--- src/rtl/arb_pkg.sv ---
// Shared types and helpers for the round-robin mutex arbiter.
// The optional hold timeout (ARB_HOLD_TIMEOUT_EN) uses clog2 to size its counter.
package arb_pkg;

  typedef enum logic {
    IDLE = 1'b0,
    HELD = 1'b1
  } state_e;

  localparam int unsigned DEF_NUM_REQ  = 4;
  localparam int unsigned DEF_MAX_HOLD = 16;

  function automatic int unsigned clog2(input int unsigned value);
    int unsigned result;
    result = 0;
    while ((32'd1 << result) < value) result++;
    return result;
  endfunction

endpackage

--- src/rtl/arb_rr_pick.sv ---
// Combinational rotate-priority picker: first set bit of req at or after start, wrapping.
module arb_rr_pick #(
  parameter int unsigned NUM_REQ = 4,
  parameter int unsigned IDW     = 2
) (
  input  logic [NUM_REQ-1:0] req,
  input  logic [IDW-1:0]     start,
  output logic               found,
  output logic [IDW-1:0]     idx,
  output logic [NUM_REQ-1:0] onehot
);

  always_comb begin
    int unsigned j;
    logic [IDW-1:0] jj;
    found  = 1'b0;
    idx    = '0;
    onehot = '0;
    j      = 0;
    jj     = '0;
    for (int unsigned i = 0; i < NUM_REQ; i++) begin
      j = int'(start) + i;
      if (j >= NUM_REQ) j = j - NUM_REQ;
      jj = IDW'(j);
      if (!found && req[jj]) begin
        found      = 1'b1;
        idx        = jj;
        onehot[jj] = 1'b1;
      end
    end
  end

endmodule

--- src/rtl/arb_rr_mutex.sv ---
// N-way round-robin mutex arbiter: a grant is held until its requester releases it.
// Define ARB_HOLD_TIMEOUT_EN to revoke a grant after MAX_HOLD cycles when others wait.
module arb_rr_mutex
  import arb_pkg::*;
#(
  parameter int unsigned NUM_REQ  = DEF_NUM_REQ,
  parameter int unsigned IDW      = clog2(NUM_REQ),
  parameter int unsigned MAX_HOLD = DEF_MAX_HOLD
) (
  input  logic               clk,
  input  logic               rst,
  input  logic [NUM_REQ-1:0] req,
  output logic [NUM_REQ-1:0] grant,
  output logic               grant_valid,
  output logic [IDW-1:0]     grant_id
);

  state_e             state_q;
  logic [NUM_REQ-1:0] grant_q;
  logic               valid_q;
  logic [IDW-1:0]     id_q;
  logic [IDW-1:0]     last_q;
  logic [IDW-1:0]     start;
  logic [NUM_REQ-1:0] cand;
  logic               pick_found;
  logic [IDW-1:0]     pick_idx;
  logic [NUM_REQ-1:0] pick_oh;
  logic               timeout;
  logic               leave;
  logic               handover;

  // The holder is masked out so a timeout never re-picks it; on release its bit is already 0.
  assign cand  = req & ~grant_q;
  assign start = (last_q == IDW'(NUM_REQ - 1)) ? '0 : last_q + 1'b1;

  arb_rr_pick #(
    .NUM_REQ (NUM_REQ),
    .IDW     (IDW)
  ) u_pick (
    .req    (cand),
    .start  (start),
    .found  (pick_found),
    .idx    (pick_idx),
    .onehot (pick_oh)
  );

`ifdef ARB_HOLD_TIMEOUT_EN
  localparam int unsigned CW = clog2(MAX_HOLD + 1);
  logic [CW-1:0] hold_q;

  // Counter holds cycles already spent; the grant lasts exactly MAX_HOLD cycles when contended.
  assign timeout = (hold_q >= CW'(MAX_HOLD - 1));

  always_ff @(posedge clk) begin
    if (rst) begin
      hold_q <= '0;
    end else if (handover) begin
      hold_q <= '0;
    end else if (state_q == HELD && hold_q != CW'(MAX_HOLD)) begin
      hold_q <= hold_q + 1'b1;
    end
  end
`else
  // MAX_HOLD >= 1, so this is constant false: without the timeout a grant is held indefinitely.
  assign timeout = (MAX_HOLD == 0);
`endif

  assign leave    = (state_q == HELD) && (!req[id_q] || (timeout && pick_found));
  assign handover = pick_found && ((state_q == IDLE) || leave);

  always_ff @(posedge clk) begin
    if (rst) begin
      state_q <= IDLE;
      grant_q <= '0;
      valid_q <= 1'b0;
      id_q    <= '0;
      last_q  <= IDW'(NUM_REQ - 1);
    end else if (handover) begin
      state_q <= HELD;
      grant_q <= pick_oh;
      valid_q <= 1'b1;
      id_q    <= pick_idx;
      last_q  <= pick_idx;
    end else if (leave) begin
      state_q <= IDLE;
      grant_q <= '0;
      valid_q <= 1'b0;
      id_q    <= '0;
    end
  end

  assign grant       = grant_q;
  assign grant_valid = valid_q;
  assign grant_id    = id_q;

endmodule

--- config.mk ---
export PLATFORM = sky130hd
export DESIGN_NAME = arb_rr_mutex
export DESIGN_NICKNAME = d
export VERILOG_FILES = /design/src/rtl/arb_pkg.sv /design/src/rtl/arb_rr_pick.sv /design/src/rtl/arb_rr_mutex.sv
export SDC_FILE = /design/constraint.sdc
export NUM_CORES = 1
export LEC_CHECK = 0
export ABC_CLOCK_PERIOD_IN_PS = 3400
export CAP_MARGIN = 20
export CORE_ASPECT_RATIO = 0.75
export CORE_UTILIZATION = 54
export DETAILED_ROUTE_END_ITERATION = 10
export HOLD_SLACK_MARGIN = 0.05
export PLACE_DENSITY_LB_ADDON = 0.1
export SYNTH_ARGS = -nofsm -noshare
export SYNTH_HDL_FRONTEND = slang
export SYNTH_HIERARCHICAL = 1
export SYNTH_SLANG_ARGS = --single-unit
--- constraint.sdc ---
create_clock -name clk -period 3.4 [get_ports clk]
set_clock_uncertainty 0.05 [all_clocks]
set_input_delay 0.68 -clock clk [delete_from_list [all_inputs] [get_ports clk]]
set_output_delay 0.68 -clock clk [all_outputs]
set_load 0.1 [all_outputs]
Word level (Yosys, flattened, before mapping)
Index checks and enable logic that the tools add are counted.
Word-level totals
  register bits: 9
  input port bits: 6
  output and inout bits: 7
  logic and storage cells: 88
Cells by class
  $add $sub $neg: 8
  order comparisons: 13
  equality and inequality tests: 1
  muxes and demuxes: 41
  bitwise gates (word level): 6
  reductions and logical operators: 15
Operators with widths (number)
  2-to-1 mux 4 bit: 6
  2-to-1 mux 2 bit: 11
  < comparator 2 x 3 -> 1 bit (second input constant): 5
  2-to-1 mux 1 bit: 15
  OR 4 bit: 3
  binary-select mux 1 bit (select 2 bit): 5
  >= comparator 3 bit (second input constant): 3
  logical AND 1 bit: 9
  demux 1 bit (select 2 bit): 4
  >= comparator 2 x 1 -> 1 bit (second input constant): 4
  subtractor 2 x 1 -> 2 bit (second input constant): 4
  adder 2 x 2 -> 3 bit (second input constant): 2
  AND 4 bit: 1
  logical NOT 1 bit: 4
  NOT 4 bit: 1
  adder 2 x 1 -> 3 bit (second input constant): 1
  >= comparator 2 x 3 -> 1 bit (second input constant): 1
  adder 2 x 1 -> 2 bit (second input constant): 1
  equality test 2 bit (second input constant): 1
  nonzero test 2 bit: 1
  logical OR 1 bit: 1
  NOT 1 bit: 1

Longest topological paths before layout
  depth after elaboration: 18
  depth in mapped cells: 13
  depth with buffers taken out: 11

Modules after synthesis
Netlist, hierarchy kept.
By module, submodules not included
  arb_rr_mutex: instances 1, cells an instance 60, area each 543.0 um^2, seq. area each 180.2 um^2
  arb_rr_pick: instances 1, cells an instance 45, area each 421.7 um^2, seq. area each 0.0 um^2

Worst setup path before layout
Ideal clock, no wire load.
  path kind: register to register
  from: register grant_q[2] (netlist: grant[2])
  to: register last_q[1]
  library setup time: 0.120 ns
  arrival time: 2.843 ns
  data required time: 3.230 ns
  path slack: 0.387 ns
  stages on the path, launching flop included: 10
  path buffers: 1
  clock period less this slack: 3.013 ns
  path through: dfxtp_1 nor2b_1 mux4_2 buf_6 nor4b_4 nor2_1 a32o_1 nand2_1 a21oi_1 a211o_1
Between the ends
  elaborated cells between the ends (all ways): 25
  classes of those cells: mux (16); bitwise (2); reduce/logical (7)
RTL lines
  start, declared: RTL line arb_rr_mutex.sv:19  | logic [NUM_REQ-1:0] grant_q;
  start signal, assigned: RTL line arb_rr_mutex.sv:80  | grant_q <= pick_oh;
  NOT 4 bit *: RTL line arb_rr_mutex.sv:33  | assign cand = req & ~grant_q;
  AND 4 bit *: RTL line arb_rr_mutex.sv:33
  via cand[2]: RTL line arb_rr_mutex.sv:24  | logic [NUM_REQ-1:0] cand;
  binary-select mux 1 bit (select 2 bit): RTL line arb_rr_pick.sv:25  | if (!found && req[jj]) begin
  2-to-1 mux 1 bit (implied by the code): RTL line arb_rr_pick.sv:25
  2-to-1 mux 1 bit: RTL line arb_rr_pick.sv:25
  logical NOT 1 bit: RTL line arb_rr_pick.sv:25
  logical AND 1 bit: RTL line arb_rr_pick.sv:25
  2-to-1 mux 1 bit: RTL line arb_rr_pick.sv:25
  logical NOT 1 bit: RTL line arb_rr_pick.sv:25
  logical AND 1 bit: RTL line arb_rr_pick.sv:25
  2-to-1 mux 1 bit: RTL line arb_rr_pick.sv:25
  logical NOT 1 bit: RTL line arb_rr_pick.sv:25
  logical AND 1 bit: RTL line arb_rr_pick.sv:25
  2-to-1 mux 2 bit *: RTL line arb_rr_pick.sv:25
  via pick_idx[1]: RTL line arb_rr_mutex.sv:26  | logic [IDW-1:0] pick_idx;
  end signal, assigned: RTL line arb_rr_mutex.sv:77  | last_q <= IDW'(NUM_REQ - 1);
  end signal, assigned: RTL line arb_rr_mutex.sv:83  | last_q <= pick_idx;
  end, declared: RTL line arb_rr_mutex.sv:22  | logic [IDW-1:0] last_q;
The timed path passes the listed nets; every way through them passes the cells marked *. The select of a mux whose other input is x is not followed.
A chain may end at the register's enable or synchronous reset.

Worst setup path in the final report
  from: input port req[0]
  to: register grant_q[3] (netlist: grant[3])
Between the ends
  elaborated cells between the ends (all ways): 34
  classes of those cells: mux (19); bitwise (4); reduce/logical (11)
RTL lines
  start, declared: RTL line arb_rr_mutex.sv:12  | input logic [NUM_REQ-1:0] req,
  AND 4 bit *: RTL line arb_rr_mutex.sv:33
  via cand[0]: RTL line arb_rr_mutex.sv:24
  binary-select mux 1 bit (select 2 bit): RTL line arb_rr_pick.sv:25
  2-to-1 mux 1 bit (implied by the code): RTL line arb_rr_pick.sv:25
  2-to-1 mux 1 bit: RTL line arb_rr_pick.sv:25
  logical NOT 1 bit: RTL line arb_rr_pick.sv:25
  logical AND 1 bit: RTL line arb_rr_pick.sv:25
  2-to-1 mux 1 bit: RTL line arb_rr_pick.sv:25
  logical NOT 1 bit: RTL line arb_rr_pick.sv:25
  logical AND 1 bit: RTL line arb_rr_pick.sv:25
  2-to-1 mux 1 bit: RTL line arb_rr_pick.sv:25
  logical NOT 1 bit: RTL line arb_rr_pick.sv:25
  logical AND 1 bit: RTL line arb_rr_pick.sv:25
  2-to-1 mux 4 bit *: RTL line arb_rr_pick.sv:25
  via pick_oh[3]: RTL line arb_rr_mutex.sv:27  | logic [NUM_REQ-1:0] pick_oh;
  2-to-1 mux 4 bit *: RTL line arb_rr_mutex.sv:78  | end else if (handover) begin
Marked as above.

==> results.txt <==
Row count: 12
Post-cts gate resize count: 0
Final hold violation count: 0
# Post-CTS Setup Buffers: 0
Worst-case reg-to-reg path depth: 10
Hold WS: 0.454 ns
Max Clk Rate: 329 MHz
Final setup TNS: 0 ns
Synth top area cells: dfxtp_1 19%, mux2i_1 8.3%, ha_1 7.8%, mux4_2 7.0%, a22oi_1 6.2%
Filler Cells Inserted: 131
Final setup fails: 0
Clock root cell: clkbuf_4
CP required: 3.54 ns
Via density: 6.27
DRC viols: 0
EDFF count, synth: 0
Top delay family on crit path: compound AO/OA/AOI/OAI gates
Yosys warnings: 6
GRT overflow: 0
Number of global-route vias before repair: 716
Actual slew at the worst max-slew pin: 0.504 ns
Die Wd: 50.8 um
Post-route insts no fill: 139
Yosys top cell area share: 0.187
Most frequent cells in the layout: 11 x buf_4, 9 x dfxtp_1, 8 x mux2i_1, 8 x inv_1, 8 x a22oi_1
Post-CTS Hold Buffers: 0
First-pass DRT Iterations: 4
Max-cap violations: 0
Ant diodes: 0
Post-Syn Nets: 117
Worst Hold Depth: 1
CP Launch Type: input port
Max-slew violations: 0
Initial Util: 0.612
Buffers on Ports: 12
Most used DFF post-synth: dfxtp_1
Routed Wire Length: 2110 um
Top Ports: 13
Area delta synth->final: 14.1%
Status: complete, no violations
Slowest-stage cell, CP: mux4_2
Clk buf depth: 2
Nets: 131
CTS Buf Count: 3
ANT nets after route: 0
Core ar.: 1580 um2
Crit end category: flip-flop
Die span in y: 38.6 um
Sequential share of the synthesized area: 0.187
Hold crit path type: flip-flop to flip-flop
H-tree levels: 1
Relative slew slack: 0.663
RSZ-0062 raised after global routing: false
Critical path depth: 9
Initial antenna violation count: 0
Crit-path cells: clkdlybuf4s50_1 -> nor2b_1 -> mux4_2 -> nor4b_4 -> a22oi_1 -> o21ai_0 -> inv_1 -> o32a_1 -> a21oi_1
Avg Cell Area, Syn: 9.19 um2
Worst-Skew Late Latency: 0.26 ns
Yosys top cell by area: dfxtp_1
Cell count after placement: 135
Ys async rst share: 0
CP Buf/Inv Count: 2
Final Critical Period: 3.04 ns
Slowest Stage Delay on Critical Path: 0.61 ns
CTS tree: built
Gpl congestion: 0.915
Final critical-path share of the clock period: 0.893
Routed vias: 871
First-pass GRT wire length: 3480 um
Avg WL per Cell: 15.2 um
Largest net degree at the start of global routing: 17
Detail Placement HPWL: 1590 um
Worst path arrival time: 3.17 ns
Most common cell after layout, fill and taps aside: buf_4
Synth cell types: 35
Die ar.: 1960 um2
CTS clk-pin slew, worst paths: 0.07 ns
Gate Count Post-Synth: 105
Mapped Area: 965 um2
GR Util All Layers: 0.248
Setup Crit Path Kind: input port to flip-flop
Worst Path Max Fanout: 13
Clk sinks: 9
Drt initial violations: 35
FF+latch count, synth: 9
Layout cells sized above 1: 0.195
==> kinds of logic after synthesis <==
kind of cell	synth area share
AO/OA/AOI/OAI	0.265
AND/OR/NAND/NOR	0.158
buffers and inverters	0.0817
flip-flops	0.187
adder cells (fa/ha/maj)	0.0778
multiplexers	0.231
==> worst paths after layout <==
path / start / to / slack (ns)
setup / recovery: req[0] / grant[3]$_SDFFE_PP0P_ / 0.36
hold / removal: last_q[1]$_SDFFE_PP1P_ / last_q[1]$_SDFFE_PP1P_ / 0.45
setup reg to reg: last_q[0]$_SDFFE_PP1P_ / grant[3]$_SDFFE_PP0P_ / 0.50
hold reg to reg: last_q[1]$_SDFFE_PP1P_ / last_q[1]$_SDFFE_PP1P_ / 0.45
==> stage by stage <==
| step | utilization | worst slack [ns] | cell area (um2) |
|---|---|---|---|
| after floorplan | - | 0.387 | 965 |
| after detailed placement | 0.682 | 0.129 | 1070 |
| final | 0.698 | 0.365 | 1100 |
| after global routing | 0.698 | 0.190 | 1100 |
| after global placement | 0.682 | 0.154 | 1070 |
| after CTS | 0.698 | 0.410 | 1100 |
==> flip-flops by register name, summed over array words and instances (netlist names) <==
name / count
grant: 4
grant_id: 2
last_q: 2
grant_valid: 1
==> final cells by class <==
| type | count | area [um2] | area share |
|---|---|---|---|
| inverter | 8 | 30.0 | 0.0273 |
| sequential | 9 | 180 | 0.164 |
| timing repair buffer | 16 | 133 | 0.120 |
| multi-input combinational | 81 | 706 | 0.641 |
| tap | 21 | 26.3 | 0.0239 |
| clock buffer | 4 | 26.3 | 0.0239 |
==> synthesized netlist by cell type (2+ instances only) <==
library cell / instances
a22oi_1: 8
nand2_1: 2
nor2b_1: 6
inv_1: 8
mux4_2: 3
mux2i_1: 8
a21oi_1: 5
buf_6: 3
mux2_2: 2
nor2_1: 4
mux4_1: 2
o32a_1: 4
dfxtp_1: 9
ha_1: 6
a21oi_2: 2
clkbuf_1: 3
o21ai_0: 6
nand2b_1: 2
nand3_1: 6
==> layer usage <==
layer	share of wire	track usage
met1	0.51	0.357
met2	0.42	0.390
met3	0.068	0.0588
met4	0.0024	0.0208
met5	0	0
==> worst register-to-register path: cells and delay by family (launching register included) <==
family                     cells  cell delay [ns]
AOI/OAI and AO/OA              4             0.75
muxes                          1             0.66
and+or+nand+nor                2             0.54
DFF                            1             0.34
buffers and inverters          2             0.29
adders and majority gates      1             0.19
Power is left out: the tool's default activity adds up to more than one toggle a clock period on the data nets, which glitch-free logic cannot reach.
